### config.mk
export PLATFORM = sky130hd
export DESIGN_NAME = input_frame_deserializer_flat
export DESIGN_NICKNAME = d
export VERILOG_FILES = /design/src/rtl/input_frame_deserializer_if.sv /design/src/rtl/input_frame_deserializer.sv /design/src/flat_wrapper.sv
export SDC_FILE = /design/constraint.sdc
export NUM_CORES = 2
export LEC_CHECK = 0
export CAP_MARGIN = 20
export CORE_ASPECT_RATIO = 0.6
export CORE_MARGIN = 2
export CORE_UTILIZATION = 40
export CTS_CLUSTER_DIAMETER = 50
export DETAILED_ROUTE_END_ITERATION = 8
export HOLD_SLACK_MARGIN = 0.05
export SYNTH_ARGS = -nofsm -noshare
export SYNTH_HDL_FRONTEND = slang
export SYNTH_SLANG_ARGS = --single-unit
### constraint.sdc
create_clock -name clk_i -period 8.35 [get_ports clk_i]
set_input_delay 0.835 -clock clk_i [delete_from_list [all_inputs] [get_ports clk_i]]
set_output_delay 0.835 -clock clk_i [all_outputs]
set_load 0.05 [all_outputs]
### src/rtl/input_frame_deserializer_if.sv
// rtl/input_frame_deserializer_if.sv - word stream handshake into the frame deserializer.
// sof_i exists only when INPUT_DESER_SOF_EN is defined.
interface input_frame_deserializer_if #(
  parameter int WORD_WIDTH = 32
);
  logic [WORD_WIDTH-1:0] word_i;
  logic                  word_valid_i;
  logic                  word_ready_o;
`ifdef INPUT_DESER_SOF_EN
  logic                  sof_i;

  modport master (output word_i, output word_valid_i, output sof_i, input word_ready_o);
  modport slave  (input word_i, input word_valid_i, input sof_i, output word_ready_o);
`else
  modport master (output word_i, output word_valid_i, input word_ready_o);
  modport slave  (input word_i, input word_valid_i, output word_ready_o);
`endif
endinterface

### src/rtl/input_frame_deserializer.sv
// rtl/input_frame_deserializer.sv - word stream to double-buffered wide frame, repeated REPEAT cycles.
// Optional INPUT_DESER_SOF_EN adds sof_i resync on the word stream.
module input_frame_deserializer #(
  parameter int INPUT_WIDTH      = 784,
  parameter int WORD_WIDTH       = 32,
  parameter int REPEAT           = 4,
  parameter int NET_TO_OUT_DELAY = 2
) (
  input  logic                       clk_i,
  input  logic                       reset_i,
  input_frame_deserializer_if.slave  word_if,
  output logic [INPUT_WIDTH-1:0]     frame_o,
  output logic                       frame_valid_o,
  output logic                       acc_valid_o
);
  localparam int NUM_WORDS  = (INPUT_WIDTH + WORD_WIDTH - 1) / WORD_WIDTH;
  localparam int PAD_WIDTH  = NUM_WORDS * WORD_WIDTH;
  localparam int CNT_W      = (NUM_WORDS > 1) ? $clog2(NUM_WORDS) : 1;
  localparam int PCNT_W     = $clog2(REPEAT + 1);

  typedef enum logic {FILL, FULL} fill_state_e;

  fill_state_e              state_q, state_d;
  logic [CNT_W-1:0]         wcnt_q, wcnt_d;
  logic [PCNT_W-1:0]        pcnt_q, pcnt_d;
  logic [INPUT_WIDTH-1:0]   shadow_q, shadow_d;
  logic [INPUT_WIDTH-1:0]   frame_q, frame_d;
  logic [PAD_WIDTH-1:0]     shadow_wide;
  logic [CNT_W-1:0]         write_idx;
  logic                     accept;
  logic                     last_word;
  logic                     transfer;

  assign word_if.word_ready_o = (state_q == FILL);
  assign frame_o              = frame_q;
  assign frame_valid_o        = (pcnt_q != '0);

  always_comb begin
    state_d     = state_q;
    wcnt_d      = wcnt_q;
    pcnt_d      = pcnt_q;
    shadow_d    = shadow_q;
    frame_d     = frame_q;
    shadow_wide = PAD_WIDTH'(shadow_q);
    accept      = word_if.word_valid_i && (state_q == FILL);
`ifdef INPUT_DESER_SOF_EN
    write_idx   = word_if.sof_i ? '0 : wcnt_q;
`else
    write_idx   = wcnt_q;
`endif
    last_word   = (write_idx == CNT_W'(NUM_WORDS - 1));
    // Taking the new frame at pcnt==1 keeps frame_valid_o gap-free across frames.
    transfer    = (state_q == FULL) && (pcnt_q <= PCNT_W'(1));

    if (accept) begin
      shadow_wide[write_idx * WORD_WIDTH +: WORD_WIDTH] = word_if.word_i;
      shadow_d = shadow_wide[INPUT_WIDTH-1:0];
      if (last_word) begin
        wcnt_d  = '0;
        state_d = FULL;
      end else begin
        wcnt_d  = write_idx + CNT_W'(1);
      end
    end

    if (transfer) begin
      frame_d = shadow_q;
      pcnt_d  = PCNT_W'(REPEAT);
      state_d = FILL;
    end else if (pcnt_q != '0) begin
      pcnt_d  = pcnt_q - PCNT_W'(1);
    end
  end

  always_ff @(posedge clk_i) begin
    if (reset_i) begin
      state_q  <= FILL;
      wcnt_q   <= '0;
      pcnt_q   <= '0;
      shadow_q <= '0;
      frame_q  <= '0;
    end else begin
      state_q  <= state_d;
      wcnt_q   <= wcnt_d;
      pcnt_q   <= pcnt_d;
      shadow_q <= shadow_d;
      frame_q  <= frame_d;
    end
  end

  // Matches the gate-network latency so the accumulator sees valid with its data.
  generate
    if (NET_TO_OUT_DELAY == 0) begin : g_no_delay
      assign acc_valid_o = frame_valid_o;
    end else begin : g_delay
      logic [NET_TO_OUT_DELAY-1:0] dly_q, dly_d;

      always_comb begin
        dly_d = NET_TO_OUT_DELAY'({dly_q, frame_valid_o});
      end

      always_ff @(posedge clk_i) begin
        if (reset_i) begin
          dly_q <= '0;
        end else begin
          dly_q <= dly_d;
        end
      end

      assign acc_valid_o = dly_q[NET_TO_OUT_DELAY-1];
    end
  endgenerate
endmodule

### src/flat_wrapper.sv
// flat-port wrapper written by rule: the top's interface ports become plain ports
module input_frame_deserializer_flat 
#(
  parameter int INPUT_WIDTH      = 784,
  parameter int WORD_WIDTH       = 32,
  parameter int REPEAT           = 4,
  parameter int NET_TO_OUT_DELAY = 2
)
  (clk_i, reset_i, frame_o, frame_valid_o, acc_valid_o, word_if_word_i, word_if_word_valid_i, word_if_word_ready_o);
  input_frame_deserializer_if #(.WORD_WIDTH(WORD_WIDTH)) word_if_i ();
  input  logic clk_i;
  input  logic reset_i;
  output logic [INPUT_WIDTH-1:0] frame_o;
  output logic frame_valid_o;
  output logic acc_valid_o;
  input wire logic [$bits(word_if_i.word_i)-1:0] word_if_word_i;
  input wire logic [$bits(word_if_i.word_valid_i)-1:0] word_if_word_valid_i;
  output wire logic [$bits(word_if_i.word_ready_o)-1:0] word_if_word_ready_o;
  assign word_if_i.word_i = word_if_word_i;
  assign word_if_i.word_valid_i = word_if_word_valid_i;
  assign word_if_word_ready_o = word_if_i.word_ready_o;
  input_frame_deserializer #(.INPUT_WIDTH(INPUT_WIDTH), .WORD_WIDTH(WORD_WIDTH), .REPEAT(REPEAT), .NET_TO_OUT_DELAY(NET_TO_OUT_DELAY)) u_core (.clk_i(clk_i), .reset_i(reset_i), .word_if(word_if_i), .frame_o(frame_o), .frame_valid_o(frame_valid_o), .acc_valid_o(acc_valid_o));
endmodule
==> impl_metrics.ini <==
[clock_tree]
cts_hold_buf = 0
worst_skew_pair.late_latency_ps = 780
cts_made_buffers = 148
clock_slew_at_reported_path_ffs_ps = 70
cts_tree = built
post_cts_resized = 0
htree_num_levels = 4
clock_sinks = 1579
cts_root_buf = sky130_fd_sc_hd__clkbuf_16
cts_post_setup_buffers_inserted = 0
cts_buffer_depth = 3

[yosys]
ys_seq_area_share_pct = 57.4
netlist_area_um2 = 55100
synth_ff_type = sky130_fd_sc_hd__dfxtp_1
synth_edf_count = 0
synth_cell_type_count = 43
post_synth.cell_area_avg_um2 = 8.25
yosys_register_bits = 1579
async_flop_share_pct = 0
synthesis.yosys.warnings = 0
synth_nets = 6722
syn_inst = 6681

[worst_setup_path]
worst_path_max_delay_cell = sky130_fd_sc_hd__nor4bb_2
worst-endpoint-arrival_ps = 6080
setup.worst_path.end_class = flop
cp_slowest_stage_delay_ps = 930
worstPathMaxFanout = 61
reg2reg_depth = 11
timing.rr.end = u_core.shadow_q[32]
setup.reg_to_reg.worst_slack_ps = 2950
crit_required_ps = 9030
critPathLaunchType = flop
setup.worst_path.start = u_core.wcnt_q[0]
crit-reg2reg-launch = u_core.wcnt_q[0]
path_cells = inv_1 -> ha_1 -> nand2b_1 -> nor2_1 -> ha_4 -> buf_4 -> nor4bb_2 -> o211ai_1 -> nor2_2 -> nand3_1 -> a21oi_1
critPathKind = reg2reg
crit_path_to = u_core.shadow_q[32]

[timing]
timing.max_slew.rel_slack_pct = 13.2
report.final.slew_viol_count = 0
post-route-min-period_ps = 5400
timing.fmax_mhz = 185
final-hold-violation-count = 0
rsz0062_at_grt = no
tcrit_tclk_final_pct = 64.6
setup_tns_ps = 0
skew_ps = 26.5
setup-violations-final = 0
final_critical_path_setup_slack_ps = 2950
worst-slew-pin-transition_ps = 1300

[detailed_routing]
ant_nets = 0
totalWireLength_mm = 210
dr_total_vias = 48900
detail_route.iter0.violations = 5083
routed_via_density = 5.38
drc_errors = 0
post_drt_wl_per_cell_um = 23.1
detail_route.first_pass.iterations = 6

[finish]
post_route_cells_drive_above_1_share_pct = 5.50
nets = 7196
p_r_area_growth_vs_syn_pct = 26.1
finalCoreUtilization_pct = 50.8
layout.cell_area.non_filler_um2 = 69500
final_common_cell = sky130_fd_sc_hd__nand2_1
top_library_cells_by_usage_in_the_layout_fill_and_taps_aside = sky130_fd_sc_hd__nand2_1, sky130_fd_sc_hd__dfxtp_1, sky130_fd_sc_hd__a21oi_1, sky130_fd_sc_hd__clkdlybuf4s50_1, sky130_fd_sc_hd__o21ai_0

[grt]
grt_usage_pct = 28.5
grt.overflow.total = 0
grt_start_max_net_pins = 207
first_pass_grt_wire_length_mm = 302
antenna_violations_before_repair = 26
grt_pass1_vias = 44100

[status]
outcome = complete, no violations

[power_and_ir_drop]
power.ir.vdd_worst_mv = 0.181
design_power_total_w = 0.0153
p_leak_nw = 22.7
p_per_area_nw_per_um2 = 221

[floorplan]
dieArea_um2 = 141000
top_ports = 822
placeableCoreArea_um2 = 137000
fp.dieW_um = 483
height_of_the_die_um = 291
num_rows = 105
starting_utilization_of_the_core_area_pct = 40.3

[place]
post_dp_cell_area_um2 = 64200
place.gp.congestion = 0.796
place_worst_setup_slack_ps = 2970
place.port_buffers = 821
dp_hpwl_mm = 132

[min_path]
hp-class = reg2reg
worstHoldPathCells = 2

[job]
cap_viol_max_count = 0
-- area by class of cell --
class	count	area [um2]
Antenna cell	7	17.5
Multi-Input combinational cell	4502	21400
Clock inverter	45	629
Timing Repair Buffer	915	9040
Sequential cell	1579	31600
Inverter	9	33.8
Fill cell	12800	67200
Clock buffer	219	4480
Tap cell	1819	2280
-- cells by family (layout without fill, tap and decap cells) --
kind of cell	count (synthesis)	in the layout	share of synthesized area, %
xor gates and xnor gates	8	8	0.127
buffers and inverters	600	1188	4.19
adders and majority gates	6	6	0.136
AOI/OAI and AO/OA	1598	1598	15.4
DFF	1579	1579	57.4
and+or+nand+nor	2876	2876	22.5
muxes	14	14	0.254
other	0	7	0
-- report_power, final --
part / internal, W / leakage [nW] / switching (W)
logic: 0.000113 / 7.51 / 0.000520
registers: 0.00755 / 12.7 / 0.0000137
clock network: 0.00411 / 2.51 / 0.00303
-- layer usage --
metal | vias up | wire length [um] | global-route usage [%]
li1 | 23000 | - | -
met1 | 23900 | 94500 | 40.9
met2 | 1774 | 92500 | 42.5
met3 | 266 | 17800 | 6.47
met4 | 0 | 5710 | 8.84
met5 | - | 0 | 0
-- synth_stat cells, types with 11 or more instances --
master	instances	area (um2)
sky130_fd_sc_hd__nor2b_1	91	569
sky130_fd_sc_hd__buf_1	20	75.1
sky130_fd_sc_hd__a22o_1	64	561
sky130_fd_sc_hd__mux2i_1	14	140
sky130_fd_sc_hd__clkbuf_1	544	2040
sky130_fd_sc_hd__and2_1	13	81.3
sky130_fd_sc_hd__o21ai_0	310	1550
sky130_fd_sc_hd__buf_2	23	115
sky130_fd_sc_hd__nand2_1	2236	8390
sky130_fd_sc_hd__o31ai_1	86	646
sky130_fd_sc_hd__nor3_1	11	55.1
sky130_fd_sc_hd__nand2b_1	26	163
sky130_fd_sc_hd__dfxtp_1	1579	31600
sky130_fd_sc_hd__nand3b_1	244	1830
sky130_fd_sc_hd__nand3_1	186	931
sky130_fd_sc_hd__nor2_1	37	139
sky130_fd_sc_hd__a21oi_1	1128	5650
-- sequential cells by signal, indices dropped and copies added (netlist names) --
signal and cells:
u_core.frame_o 784, u_core.shadow_q 784, u_core.wcnt_q 5, u_core.pcnt_q 3, u_core.g_delay.dly_q 2, u_core.state_q 1
-- how the worst min path moves through the flow --
stage,startpoint,end,slack [ps]
after floorplan,u_core.g_delay.dly_q[0],u_core.g_delay.dly_q[1],410
after global placement,u_core.g_delay.dly_q[0],u_core.g_delay.dly_q[1],430
after detailed placement,u_core.shadow_q[469],u_core.frame_o[469],440
after CTS,word_if_word_i[18],u_core.shadow_q[242],380
after global routing,word_if_word_i[14],u_core.shadow_q[238],410
final,u_core.shadow_q[738],u_core.frame_o[738],440
-- critical path, delay by kind of cell, from the launching register on --
kind	cells	cell delay (ps)
and+or+nand+nor	5	2280
adders and majority gates	2	950
buffers and inverters	2	780
DFF	1	690
AOI/OAI and AO/OA	2	590
-- stage by stage --
step | hold slack (ps) | cells
6_report | 437 | 9095
5_1_grt | 414 | 9088
4_1_cts | 378 | 9083
3_5_place_dp | 440 | 8819
3_3_place_gp | 425 | 8813
2_1_floorplan | 414 | 6681
No activity file was read; power rests on OpenSTA's default activity.
